--- src/rtl/tag_fifo_serializer.sv ---
// Time-tag word FIFO with an MSB-first byte serializer toward the host link.
// Words that arrive while the buffer is full are dropped and counted.
module tag_fifo_serializer #(
  parameter int unsigned DEPTH  = 16,
  parameter int unsigned ADDR_W = 4
) (
  input  logic              clk,
  input  logic              clear,
  input  logic [31:0]       in_data,
  input  logic              in_valid,
  output logic [7:0]        out_byte,
  output logic              out_valid,
  input  logic              out_ready,
  output logic [ADDR_W:0]   fill,
  output logic              overflow,
  output logic [15:0]       drop_count
);

  localparam int unsigned WORD_W = 32;
  localparam int unsigned BYTE_W = 8;
  localparam int unsigned FILL_W = ADDR_W + 1;
  localparam int unsigned CNT_W  = 16;

  typedef enum logic {
    S_IDLE = 1'b0,
    S_SEND = 1'b1
  } state_t;

  state_t              state_q;
  state_t              state_d;
  logic [WORD_W-1:0]   mem [DEPTH];
  logic [ADDR_W-1:0]   wr_ptr;
  logic [ADDR_W-1:0]   rd_ptr;
  logic [WORD_W-1:0]   word_q;
  logic [1:0]          byte_idx;

  logic                xfer;
  logic                last_xfer;
  logic                fifo_full;
  logic                fifo_empty;
  logic                pop;
  logic                push_ok;
  logic                drop;

  // Handshake and FIFO control decisions for this cycle
  assign out_valid  = (state_q == S_SEND);
  assign out_byte   = word_q[WORD_W-1 -: BYTE_W];
  assign xfer       = out_valid && out_ready;
  assign last_xfer  = xfer && (byte_idx == 2'd3);
  assign fifo_full  = (fill == FILL_W'(DEPTH));
  assign fifo_empty = (fill == '0);
  assign pop        = ((state_q == S_IDLE) || last_xfer) && !fifo_empty;
  assign push_ok    = in_valid && (!fifo_full || pop);
  assign drop       = in_valid && !push_ok;

  // Serializer state register
  always_ff @(posedge clk or posedge clear) begin
    if (clear) state_q <= S_IDLE;
    else       state_q <= state_d;
  end

  // Serializer next state: load on pop, fall idle after the last byte if nothing is queued
  always_comb begin
    state_d = state_q;
    case (state_q)
      S_IDLE:  if (pop) state_d = S_SEND;
      S_SEND:  if (last_xfer && !pop) state_d = S_IDLE;
      default: state_d = S_IDLE;
    endcase
  end

  // Shifter: head word loads on pop, shifts one byte up on every transfer
  always_ff @(posedge clk or posedge clear) begin
    if (clear) begin
      word_q   <= '0;
      byte_idx <= '0;
    end else if (pop) begin
      word_q   <= mem[rd_ptr];
      byte_idx <= '0;
    end else if (xfer) begin
      word_q   <= {word_q[WORD_W-BYTE_W-1:0], BYTE_W'(0)};
      byte_idx <= byte_idx + 2'd1;
    end
  end

  // FIFO storage; no reset needed since fill gates every read
  always_ff @(posedge clk) begin
    if (push_ok) mem[wr_ptr] <= in_data;
  end

  // Pointers and occupancy; full/empty come from fill only
  always_ff @(posedge clk or posedge clear) begin
    if (clear) begin
      wr_ptr <= '0;
      rd_ptr <= '0;
      fill   <= '0;
    end else begin
      if (push_ok) wr_ptr <= wr_ptr + ADDR_W'(1);
      if (pop)     rd_ptr <= rd_ptr + ADDR_W'(1);
      case ({push_ok, pop})
        2'b10:   fill <= fill + FILL_W'(1);
        2'b01:   fill <= fill - FILL_W'(1);
        default: fill <= fill;
      endcase
    end
  end

  // Loss accounting: sticky flag and saturating drop counter
  always_ff @(posedge clk or posedge clear) begin
    if (clear) begin
      overflow   <= 1'b0;
      drop_count <= '0;
    end else if (drop) begin
      overflow <= 1'b1;
      if (drop_count != {CNT_W{1'b1}}) drop_count <= drop_count + CNT_W'(1);
    end
  end

endmodule
--- config.mk ---
export PLATFORM = sky130hd
export DESIGN_NAME = tag_fifo_serializer
export DESIGN_NICKNAME = d
export VERILOG_FILES = /design/src/rtl/tag_fifo_serializer.sv
export SDC_FILE = /design/constraint.sdc
export NUM_CORES = 1
export LEC_CHECK = 0
export ABC_AREA = 1
export CAP_MARGIN = 20
export CORE_ASPECT_RATIO = 2
export CORE_MARGIN = 2
export CORE_UTILIZATION = 58
export DETAILED_ROUTE_END_ITERATION = 12
export PLACE_DENSITY_LB_ADDON = 0.3
export SYNTH_ARGS = -nofsm -noshare
export SYNTH_HDL_FRONTEND = slang
export SYNTH_SLANG_ARGS = --single-unit
--- constraint.sdc ---
create_clock -name clk -period 5.63 [get_ports clk]
set_input_delay 0.8445 -clock clk [delete_from_list [all_inputs] [get_ports clk]]
set_output_delay 0.8445 -clock clk [all_outputs]
set_load 0.1 [all_outputs]
==> impl_metrics.env <==
export IMPL_max_slew_margin_pct=29.0
export IMPL_peakVddDrop_mv=0.346
export IMPL_worstPathRequired_ps=6090
export IMPL_clockBufferDepth=3
export IMPL_critPathLaunch="rd_ptr[1]"
export IMPL_worst_slack_ps=2310
export IMPL_gp_congestion=0.892
export IMPL_start_kind="register"
export IMPL_hold_viol_final=0
export IMPL_holdWs_ps=476
export IMPL_critPathKind="register to register"
export IMPL_hold_class="register to register"
export IMPL_die_h_um=292
export IMPL_via_count=16000
export IMPL_grt_ovfl_total=0
export IMPL_antenna_cells=0
export IMPL_worst_pin_slew_ps=1060
export IMPL_die_w_um=148
export IMPL_ctsResizeCount=0
export IMPL_p_leak_nw=10.1
export IMPL_path_cells="inv_2 > buf_4 > nand3_1 > nand3_1 > o211ai_1 > nand3_1 > nand2_1"
export IMPL_synth_distinct_cells=33
export IMPL_postLayoutCellArea_sq_um=26700
export IMPL_period_minus_slack_ps=3320
export IMPL_pwr_share_comb_pct=35.3
export IMPL_clk_latency_ps=590
export IMPL_avgViaCountPerCell=5.95
export IMPL_drive_above_1_share_pct=6.47
export IMPL_skew_ps=18.0
export IMPL_p_switching_w=0.00557
export IMPL_cts_sinks=577
export IMPL_layout_common_cells="nand2_1, edfxtp_1, nand3_1"
export IMPL_cts_root_buf="clkbuf_16"
export IMPL_ctsHoldBuffers=0
export IMPL_end_kind="register"
export IMPL_dp_hpwl_um=40600
export IMPL_core_region_area_sq_um=40900
export IMPL_dieArea_sq_um=43100
export IMPL_cpMaxStageDelayCell="inv_2"
export IMPL_fin_cells=2682
export IMPL_avgSynthCellArea_sq_um=11.5
export IMPL_worstHoldStart="overflow"
export IMPL_setup_tns_ps=0
export IMPL_slew_violations=0
export IMPL_ys_warn_count=0
export IMPL_grt_pass1_wl_um=95000
export IMPL_status="completed"
export IMPL_pre_cts_ws_ps=1920
export IMPL_internal_power_w=0.00835
export IMPL_antenna_found_initial=0
export IMPL_wl_per_cell_um=23.9
export IMPL_postPlaceCellArea_sq_um=25000
export IMPL_post_route_period_util_pct=58.9
export IMPL_areaGrowthSynthToFinish_pct=11.4
export IMPL_crit_fanout=64
export IMPL_nFillCells=2941
export IMPL_grt_max_degree=200
export IMPL_rr_startpoint="rd_ptr[1]"
export IMPL_port_buffer_count=66
export IMPL_yosys_register_bits=577
export IMPL_cts_tree="yes"
export IMPL_ys_seq_area_share_pct=70.9
export IMPL_p_per_area_nw_per_um2=521
export IMPL_syn_cell_area_sq_um=24000
export IMPL_grt_pass1_vias=15600
export IMPL_drv_cap=0
export IMPL_htree_levels=2
export IMPL_sw_frac_of_total_pct=40.0
export IMPL_cp_arrival_ps=3780
export IMPL_cts_setup_buffers=0
export IMPL_place_inst=2587
export IMPL_slowest_delay_ps=780
export IMPL_synthCells=2088
export IMPL_ant_nets=0
export IMPL_track_usage_pct=29.9
export IMPL_crit_top_cell="nand3_1"
export IMPL_cts_made_buffers=48
export IMPL_drtIter0Drc=1912
export IMPL_dr_pass1_iters=8
export IMPL_final_nets=2155
export IMPL_postSynthNetCount=2135
export IMPL_rsz0062_at_grt="false"
export IMPL_setup_viol=0
export IMPL_rows=105
export IMPL_final_common_cell="nand2_1"
export IMPL_p_clk_share_pct=24.4
export IMPL_clk_pin_slew_ps=60
export IMPL_fmax_ghz=0.302
export IMPL_io_pins=67
export IMPL_drc_errors=0
export IMPL_p_seq_share_pct=40.3
export IMPL_start_util_pct=58.7
export IMPL_routed_wirelength_um=64100
[kinds of logic after synthesis]
| logic type | Yosys count | share of synthesized area [%] |
|---|---|---|
| fa+ha+maj | 11 | 0.605 |
| xor+xnor | 21 | 0.798 |
| simple gates | 1139 | 19.6 |
| compound gates | 154 | 4.09 |
| buf+inv | 186 | 4.02 |
| flops | 577 | 70.9 |
[final timing paths]
check | cells past startpoint | slack, ps | to
hold reg to reg | 2 | 480 | overflow
setup / recovery | 7 | 2310 | word_q[11]
min in group asynchronous | 3 | 830 | word_q[26]
setup reg to reg | 7 | 2310 | word_q[11]
hold / removal | 2 | 480 | overflow
max in group asynchronous | 3 | 4180 | rd_ptr[1]
[power groups by stage]
stage / clock, W / sequential, W / combinational (W)
detailed placement: 0 / 0.00569 / 0.00480
CTS: 0.00342 / 0.00560 / 0.00483
global route: 0.00357 / 0.00565 / 0.00525
finish: 0.00340 / 0.00560 / 0.00492
global placement: 0 / 0.00567 / 0.00471
floorplan: 0 / 0.00573 / 0.00316
[routing by layer]
layer / global-route usage (%) / up-vias / part of all wire, %
met5: 0 / - / 0
met4: 21.8 / 0 / 8.6
met3: 3.69 / 201 / 6.0
met2: 53.0 / 795 / 52
met1: 32.7 / 7756 / 33
li1: - / 7206 / -
[layout make-up]
type	count	area, sq um	share of cell area [%]
sequential	577	17000	63.7
tap	535	669	2.51
multi-input combinational	1325	6140	23.0
clock buffer	61	1290	4.83
inverter	62	238	0.890
timing repair buffer	94	1080	4.05
clock inverter	28	293	1.10
[worst max-delay path: cells and delay by family (launching register included)]
| family | cells | cell delay, ps |
|---|---|---|
| buffers and inverters | 2 | 1420 |
| flip-flops | 1 | 750 |
| AND/OR/NAND/NOR | 4 | 580 |
| AO/OA/AOI/OAI | 1 | 350 |
[cell usage after synthesis, drive strengths merged]
cell type | instances | share of area [%]
a21boi | 36 | 1.1
a21oi | 40 | 0.83
a31oi | 9 | 0.23
buf | 116 | 2.9
clkbuf | 8 | 0.13
dfrtp | 65 | 6.8
edfxtp | 512 | 64
fa | 1 | 0.083
ha | 10 | 0.52
inv | 62 | 0.98
nand2 | 767 | 12
nand3 | 277 | 5.8
nand3b | 2 | 0.063
nand4 | 4 | 0.10
nor2 | 81 | 1.4
nor3 | 6 | 0.13
o211ai | 36 | 1.1
o21a | 8 | 0.25
o21ai | 25 | 0.52
or2 | 2 | 0.052
xnor2 | 6 | 0.22
xor2 | 15 | 0.58
[registers in the layout, indices dropped and copies added (netlist names)]
name,flops
byte_idx,2
drop_count,16
fill,5
mem,512
out_valid,1
overflow,1
rd_ptr,4
word_q,32
wr_ptr,4
[per-stage QoR]
step                      power, W  utilization, %
after floorplan            0.00889               -
after global placement      0.0104            60.9
after detailed placement    0.0105            61.1
after CTS                   0.0139            65.0
after global routing        0.0145            65.4
final                       0.0139            65.4
Power figures use the tool's default switching activity.
